**src/rtl/band_gain_mixer.sv**
```systemverilog
// band_gain_mixer: snapshots NUM_BANDS band samples and gains, then runs a serial multiply-accumulate.
// The sum is rounded half-up, saturated to DATA_W bits and emitted as one mix per strobe. Rev 1.0
`default_nettype none

module band_gain_mixer #(
   parameter int NUM_BANDS = 8,
   parameter int DATA_W    = 16,
   parameter int GAIN_W    = 8,
   parameter int GAIN_FRAC = 5
) (
   input  logic                          clk,
   input  logic                          clk_enable,
   input  logic                          rst,
   input  logic                          sample_valid,
   input  logic [NUM_BANDS*DATA_W-1:0]   band_in,
   input  logic [NUM_BANDS*GAIN_W-1:0]   band_gain,
   output logic signed [DATA_W-1:0]      mix_out,
   output logic                          mix_valid,
   output logic                          busy,
   output logic                          clip,
   output logic                          overrun
);

   localparam int IDX_W  = $clog2(NUM_BANDS);
   localparam int PROD_W = DATA_W + GAIN_W + 1;
   localparam int ACC_W  = PROD_W + IDX_W;
   localparam logic signed [ACC_W-1:0] SAT_MAX = ACC_W'((2 ** (DATA_W - 1)) - 1);
   localparam logic signed [ACC_W-1:0] SAT_MIN = -SAT_MAX - 1;

   typedef enum logic [1:0] {
      IDLE   = 2'd0,
      ACCUM  = 2'd1,
      OUTPUT = 2'd2
   } state_t;

   state_t state, state_next;

   logic [NUM_BANDS*DATA_W-1:0] band_q;
   logic [NUM_BANDS*GAIN_W-1:0] gain_q;
   logic signed [ACC_W-1:0]     acc;
   logic [IDX_W-1:0]            idx;

   logic                        start;
   logic                        last_band;
   logic signed [DATA_W-1:0]    band_sel;
   logic [GAIN_W-1:0]           gain_sel;
   logic signed [PROD_W-1:0]    prod;
   logic signed [ACC_W-1:0]     rounded;
   logic signed [ACC_W-1:0]     shifted;
   logic signed [DATA_W-1:0]    sat_val;
   logic                        sat;

   always_ff @(posedge clk) begin
      if (rst) begin
         state <= IDLE;
      end else if (clk_enable) begin
         state <= state_next;
      end
   end

   always_comb begin
      state_next = state;
      start      = 1'b0;
      busy       = (state != IDLE);
      last_band  = (idx == IDX_W'(NUM_BANDS - 1));
      case (state)
         IDLE: begin
            if (sample_valid) begin
               start      = 1'b1;
               state_next = ACCUM;
            end
         end
         ACCUM: begin
            if (last_band) begin
               state_next = OUTPUT;
            end
         end
         OUTPUT:  state_next = IDLE;
         default: state_next = IDLE;
      endcase
   end

   // Gain is zero-extended so the multiply stays signed without reinterpreting gains >= 128.
   assign band_sel = band_q[idx*DATA_W +: DATA_W];
   assign gain_sel = gain_q[idx*GAIN_W +: GAIN_W];
   assign prod     = band_sel * $signed({1'b0, gain_sel});
   assign rounded  = acc + ACC_W'(1 << (GAIN_FRAC - 1));
   assign shifted  = rounded >>> GAIN_FRAC;

   always_comb begin
      sat     = 1'b0;
      sat_val = shifted[DATA_W-1:0];
      if (shifted > SAT_MAX) begin
         sat     = 1'b1;
         sat_val = SAT_MAX[DATA_W-1:0];
      end else if (shifted < SAT_MIN) begin
         sat     = 1'b1;
         sat_val = SAT_MIN[DATA_W-1:0];
      end
   end

   always_ff @(posedge clk) begin
      if (rst) begin
         band_q    <= '0;
         gain_q    <= '0;
         acc       <= '0;
         idx       <= '0;
         mix_out   <= '0;
         mix_valid <= 1'b0;
         clip      <= 1'b0;
         overrun   <= 1'b0;
      end else if (clk_enable) begin
         mix_valid <= 1'b0;
         if (sample_valid && busy) begin
            overrun <= 1'b1;
         end
         case (state)
            IDLE: begin
               if (start) begin
                  band_q <= band_in;
                  gain_q <= band_gain;
                  acc    <= '0;
                  idx    <= '0;
               end
            end
            ACCUM: begin
               acc <= acc + {{(ACC_W - PROD_W){prod[PROD_W-1]}}, prod};
               idx <= idx + 1'b1;
            end
            OUTPUT: begin
               mix_out   <= sat_val;
               mix_valid <= 1'b1;
               if (sat) begin
                  clip <= 1'b1;
               end
            end
            default: ;
         endcase
      end
   end

endmodule

`default_nettype wire

```
**config.mk**
```make
export PLATFORM = sky130hd
export DESIGN_NAME = band_gain_mixer
export DESIGN_NICKNAME = d
export VERILOG_FILES = /design/src/rtl/band_gain_mixer.sv
export SDC_FILE = /design/constraint.sdc
export NUM_CORES = 1
export LEC_CHECK = 0
export BUFFER_PORTS_ARGS = -buffer_cell sky130_fd_sc_hd__buf_2
export CORE_MARGIN = 5
export CORE_UTILIZATION = 28
export CTS_CLUSTER_SIZE = 8
export DETAILED_ROUTE_END_ITERATION = 7
export GPL_TIMING_DRIVEN = 0
export PLACE_DENSITY = 0.52
export SYNTH_ARGS = -nofsm -noshare
export SYNTH_HDL_FRONTEND = slang
export SYNTH_SLANG_ARGS = --single-unit
```
**constraint.sdc**
```tcl
create_clock -name clk -period 9.7 [get_ports clk]
set_input_delay 2.425 -clock clk [delete_from_list [all_inputs] [get_ports clk]]
set_output_delay 2.425 -clock clk [all_outputs]
set_load 0.01 [all_outputs]
```
==> impl_metrics.env, run 1 <==
export IMPL_drt_pre_antenna_iters=5
export IMPL_report_final_slew_viol_count=0
export IMPL_fillCellCount=6068
export IMPL_dr_first_iter_drc_count=784
export IMPL_cts_sink_count=244
export IMPL_cap_viol_max_count=0
export IMPL_critPathMaxFanout=10
export IMPL_coreArea_mm2=0.0574
export IMPL_postPlaceCellArea_mm2=0.0182
export IMPL_clock_tree_root_cell="clkbuf_16"
export IMPL_timing_hold_worst_class="flop to flop"
export IMPL_synth_fa_ha_area_frac=0.190
export IMPL_synth_seq_cells=244
export IMPL_synthesis_instances=1941
export IMPL_via_count=14100
export IMPL_reg2reg_to="acc[25]"
export IMPL_r2r_setup_slack_ns=0.72
export IMPL_period_minus_slack_ns=8.98
export IMPL_stdcell_area_mm2=0.0192
export IMPL_dp_cells=2919
export IMPL_detail_route_antenna_nets=0
export IMPL_wl_met3_um=2980
export IMPL_clock_tree_buffer_depth=3
export IMPL_synth_mux_area_fraction=0.0843
export IMPL_timing_critical_path_to_type="flop"
export IMPL_synth_seq_area_share=0.302
export IMPL_insertion_delay_ns=0.55
export IMPL_layout_drive_gt1_share=0.164
export IMPL_synth_ff_type="dfxtp_1"
export IMPL_place_detailed_hpwl_um=41700
export IMPL_synth_async_sr_flop_share=0
export IMPL_pin_count_of_the_biggest_net_entering_global_routing=20
export IMPL_setup_worst_path_end="acc[25]"
export IMPL_buffer_ports_inserted=213
export IMPL_grt_pass1_vias=14300
export IMPL_synth_xor_xnor_area_share=0.0309
export IMPL_die_h_um=250
export IMPL_initial_antenna_violation_count=1
export IMPL_rr_worst_depth=34
export IMPL_syn_mean_instance_area_um2=8.32
export IMPL_cts_reportedPaths_clkPinSlew_ns=0.05
export IMPL_area_delta_synth_final_pct=19.0
export IMPL_gp_congestion=0.889
export IMPL_period_share=0.926
export IMPL_grt_overflow_total=0
export IMPL_yosys_warnings=0
export IMPL_n_antenna_cell=0
export IMPL_stdcell_count=2963
export IMPL_critPathArrivalTime_ns=9.39
export IMPL_timing_final_hold_violations=0
export IMPL_ir_worst_vdd_mv=0.113
export IMPL_row_count=88
export IMPL_grtUsageTotal=0.160
export IMPL_cts_hold_repair_buffers=0
export IMPL_power_density_mw_per_mm2=132
export IMPL_critical_path_class="flop to flop"
export IMPL_setup_viol=0
export IMPL_avgViaCountPerCell=4.77
export IMPL_worstSetupStartpoint="idx[2]"
export IMPL_summed_instance_area_of_the_synthesized_netlist_mm2=0.0162
export IMPL_power_leakage_nw=8.31
export IMPL_drc_errors=0
export IMPL_cts_inserted_buffers=37
export IMPL_maxSlewHeadroom=0.272
export IMPL_max_slew_worst_pin_slew_ns=1.08
export IMPL_floorplan_initialDensity=0.282
export IMPL_synth_compound_area_frac=0.136
export IMPL_syn_num_nets=2320
export IMPL_post_synth_and_or_nand_nor_area_fraction=0.187
export IMPL_wl_um=51100
export IMPL_wl_on_met1_um=22500
export IMPL_chipWidth_um=250
export IMPL_start_kind="flop"
export IMPL_top_layer_used="met4"
export IMPL_dieArea_mm2=0.0626
export IMPL_run_status="completed"
export IMPL_nets=2571
export IMPL_critical_path_max_stage_delay_ns=0.69
export IMPL_r2r_start="idx[2]"
export IMPL_grt_first_pass_wirelength_um=80100
export IMPL_routed_wl_met2_um=23500
export IMPL_synth_top_family_by_area="adder cells"
export IMPL_synth_edf_count=0
export IMPL_skew_ns=0.0223
export IMPL_rsz_0062_raised_after_global_routing="false"
export IMPL_clock_fmax_ghz=0.111
export IMPL_synth_lib_cells_used_distinct=70
export IMPL_crit_path_top_delay_cell="buf_1"
export IMPL_cts_post_setup_buffers_inserted=0
export IMPL_number_of_primary_i_o_pins=216
export IMPL_wire_per_inst_um=17.3
export IMPL_cts_tree="built"
export IMPL_h_tree_depth=2
export IMPL_critPathRequiredTime_ns=10.11
per-stage QoR:
step	hold slack, ns	setup TNS, ns	util	total power [W]	setup WS [ns]
final	0.452	0	0.335	0.00255	0.719
after global routing	0.467	0	0.335	0.00266	0.0106
after global placement	0.438	-0.0533	0.317	0.00140	-0.0533
after CTS	0.453	0	0.334	0.00257	0.163
after detailed placement	0.446	-0.147	0.317	0.00141	-0.138
after floorplan	0.433	0	-	0.00127	1.57
cell usage in the layout (no fill, tap or decap), types with 11 or more instances in the layout:
cell type and n:
a21o_1 19, a21oi_1 236, a22oi_1 11, buf_2 214, clkbuf_1 99, clkbuf_16 37
dfxtp_1 244, fa_1 103, ha_1 80, inv_1 188, mux2i_1 11, mux2i_2 11
mux4_2 48, nand2_1 460, nand3_1 23, nor2_1 142, nor3_1 15, o211a_1 16
o21ai_0 30, xnor2_1 37, xor2_1 20
worst min path at each step:
stage / to / slack (ns) / depth (start not counted) / from
5_1_grt: band_q[7] / 0.47 / 2 / band_q[7]
3_5_place_dp: gain_q[59] / 0.45 / 2 / gain_q[59]
2_1_floorplan: band_q[100] / 0.43 / 2 / band_q[100]
3_3_place_gp: gain_q[19] / 0.44 / 2 / gain_q[19]
4_1_cts: band_q[7] / 0.45 / 2 / band_q[7]
6_report: band_q[40] / 0.45 / 2 / band_q[40]
routing by layer:
metal | global-route usage | up-vias
met3 | 0.0297 | 112
met5 | 0 | -
li1 | - | 6896
met1 | 0.209 | 6641
met2 | 0.263 | 475
met4 | 0.0591 | 0
where the power goes:
part	total (W)	switching (W)	internal, W
clock network	0.00116	0.000468	0.000687
registers	0.00107	0.0000236	0.00104
logic	0.000323	0.000203	0.000120
total	0.00255	0.000695	0.00185
critical path: cells and delay by family, from the launching register on:
| family | cells | cell delay, ns |
|---|---|---|
| xor gates and xnor gates | 2 | 0.31 |
| DFF | 1 | 0.33 |
| adders and majority gates | 6 | 2.56 |
| AOI/OAI and AO/OA | 13 | 2.36 |
| and+or+nand+nor | 4 | 0.50 |
| muxes | 1 | 0.59 |
| buffers and inverters | 8 | 2.16 |
area by class of cell:
class	count	area, um2	area share
Buffer	107	429	0.0223
Sequential cell	244	4880	0.254
Multi-Input combinational cell	1401	10200	0.530
Clock buffer	40	947	0.0493
Tap cell	765	957	0.0498
Inverter	188	706	0.0367
Clock inverter	5	53.8	0.00280
Timing Repair Buffer	213	1070	0.0555
what timing repair did:
action                                  4_1_cts  5_1_grt
endpoints found under the setup margin        2        5
gates resized for setup                       2       22
hold endpoints to repair                      0        0
flip-flops by register name, indices dropped and copies added (netlist names):
register / cells
state: 2
idx: 3
overrun: 1
gain_q: 64
mix_valid: 1
acc: 28
band_q: 128
mix_out: 16
clip: 1
Yosys cell counts, types with 8 or more instances:
master,count,area [um2]
fa_1,103,2060
a22oi_1,11,82.6
o211a_1,16,160
clkbuf_1,97,364
nor2_1,142,533
nand3_1,23,115
xnor2_1,37,324
mux2i_1,22,220
a21oi_1,236,1180
o21a_1,8,60.1
nor2b_1,9,56.3
a21o_1,19,143
o21ai_0,31,155
nor3_1,15,75.1
nand2_1,460,1730
inv_1,188,706
nor3_2,10,100
ha_1,80,1000
dfxtp_1,244,4880
xor2_1,20,175
mux4_2,48,1080
or2_2,10,62.6
cell families (layout without fill, tap and decap cells):
kind of cell	Yosys count	in the layout
flops	244	244
xor+xnor	57	57
simple gates	715	715
buf+inv	296	553
fa+ha+maj	183	183
mux	75	75
compound gates	371	371
(Power assumes the default switching activity.)
==> run 2, diff against run 1 <==
CORE_ASPECT_RATIO = 0.6   (was unset)
GPL_TIMING_DRIVEN = unset   (was 0)
==> impl_metrics.env, run 2 (same netlist as run 1, synthesis figures left out) <==
export IMPL_insertion_delay_ns=0.54
export IMPL_clock_tree_root_cell="clkbuf_16"
export IMPL_timing_critical_path_to_type="flop"
export IMPL_die_h_um=196
export IMPL_crit_path_top_delay_cell="dfxtp_4"
export IMPL_timing_hold_worst_class="flop to flop"
export IMPL_critical_path_max_stage_delay_ns=0.78
export IMPL_setup_viol=0
export IMPL_layout_cells_most_common="nand2_1"
export IMPL_avgViaCountPerCell=4.82
export IMPL_place_detailed_hpwl_um=37500
export IMPL_power_density_mw_per_mm2=133
export IMPL_wire_per_inst_um=16.8
export IMPL_largest_reg_flops=128
export IMPL_final_cell_mix="460 x nand2_1, 242 x dfxtp_1, 236 x a21oi_1"
export IMPL_wl_um=48400
export IMPL_power_leakage_nw=8.24
export IMPL_critPathRequiredTime_ns=10.08
export IMPL_period_share=0.901
export IMPL_cts_sink_count=244
export IMPL_timing_final_hold_violations=0
export IMPL_max_slew_worst_pin_slew_ns=1.24
export IMPL_cts_reportedPaths_clkPinSlew_ns=0.05
export IMPL_drt_pre_antenna_iters=5
export IMPL_cts_inserted_buffers=36
export IMPL_chipWidth_um=320
export IMPL_ir_worst_vdd_mv=0.102
export IMPL_clock_tree_buffer_depth=3
export IMPL_cts_hold_repair_buffers=0
export IMPL_critPathArrivalTime_ns=9.12
export IMPL_dr_first_iter_drc_count=797
export IMPL_start_kind="flop"
export IMPL_r2r_setup_slack_ns=0.96
export IMPL_layout_drive_gt1_share=0.173
export IMPL_nets=2483
export IMPL_number_of_primary_i_o_pins=216
export IMPL_gp_congestion=0.813
export IMPL_critPathMaxFanout=33
export IMPL_area_delta_synth_final_pct=17.2
export IMPL_buffer_ports_inserted=215
export IMPL_totalNegativeSetupSlack_ns=0
export IMPL_grtUsageTotal=0.152
export IMPL_rsz_0062_raised_after_global_routing="false"
export IMPL_run_status="completed"
export IMPL_dieArea_mm2=0.0627
export IMPL_cap_viol_max_count=0
export IMPL_detail_route_antenna_nets=0
export IMPL_cts_tree="built"
export IMPL_period_minus_slack_ns=8.74
export IMPL_initial_antenna_violation_count=3
export IMPL_n_antenna_cell=0
export IMPL_grt_pass1_vias=13900
export IMPL_drc_errors=0
export IMPL_top_register="band_q"
export IMPL_critical_path_class="flop to flop"
export IMPL_floorplan_initialDensity=0.282
export IMPL_report_final_slew_viol_count=0
export IMPL_row_count=68
export IMPL_clock_fmax_ghz=0.114
export IMPL_coreArea_mm2=0.0573
export IMPL_maxSlewHeadroom=0.170
export IMPL_cts_post_setup_buffers_inserted=0
export IMPL_pin_count_of_the_biggest_net_entering_global_routing=106
export IMPL_via_count=13900
export IMPL_h_tree_depth=2
export IMPL_grt_overflow_total=0
export IMPL_layout_top_registers="band_q: 128 flops, gain_q: 64 flops, acc: 28 flops"
export IMPL_totalPowerFinal_w=0.00251
export IMPL_skew_ns=0.0184
export IMPL_grt_first_pass_wirelength_um=77400
run 2: cell types whose count changed in the layout (fill, tap and decap cells not counted), moves of 2 or more:
| cell | before | now |
|---|---|---|
| buf_1 | 2 | 0 |
| mux2i_1 | 11 | 21 |
| dfxtp_1 | 244 | 242 |
| clkbuf_2 | 3 | 0 |
| buf_4 | 1 | 17 |
| mux2i_2 | 11 | 1 |
| clkbuf_1 | 99 | 2 |
run 2: path summary, 6_finish.rpt:
kind	from	endpoint	cells after the start
worst max-delay path	idx[0]	acc[25]	32
worst min-delay path	band_q[49]	band_q[49]	2
worst max register to register	idx[0]	acc[25]	32
worst min register to register	band_q[49]	band_q[49]	2
run 2: cell type report:
class,count,area (um2)
inverter,188,706
clock buffer,39,933
fill,6055,38300
tap,770,963
multi-input combinational,1401,10200
sequential,244,4890
clock inverter,3,51.3
timing repair buffer,233,1230
run 2: critical path, delay by kind of cell, from the launching register on:
family / cells / cell delay, ns
DFF: 1 / 0.78
adders and majority gates: 6 / 2.53
xor gates and xnor gates: 2 / 0.30
AOI/OAI and AO/OA: 13 / 2.55
muxes: 2 / 1.02
and+or+nand+nor: 4 / 0.62
buffers and inverters: 5 / 0.72
run 2: per-layer routing:
metal / vias to the layer above / GRT usage / part of all wire
met3: 48 / 0.0331 / 0.059
met5: - / 0 / 0.00056
li1: 6715 / - / -
met1: 6776 / 0.233 / 0.52
met2: 316 / 0.222 / 0.41
met4: 4 / 0.0224 / 0.011
run 2: what timing repair did:
item,4_1_cts,5_1_grt
endpoints found under the setup margin,0,1
hold endpoints to repair,0,0
gates resized for setup,0,1
run 2: report_power, final:
part           internal, W  total, W  switching, W
registers          0.00104   0.00107     0.0000280
clock network     0.000677   0.00114      0.000466
logic             0.000115  0.000297      0.000182
total              0.00184   0.00251      0.000676
run 2: per-stage QoR:
step,area (um2),util,std cells,hold slack (ns),setup WS (ns)
6_report,18900,0.331,2878,0.450,0.959
5_1_grt,18900,0.331,2878,0.463,0.204
4_1_cts,18900,0.331,2878,0.451,0.664
3_5_place_dp,17900,0.313,2836,0.445,0.721
3_3_place_gp,17900,0.313,2836,0.440,0.676
2_1_floorplan,16200,-,1941,0.433,1.57
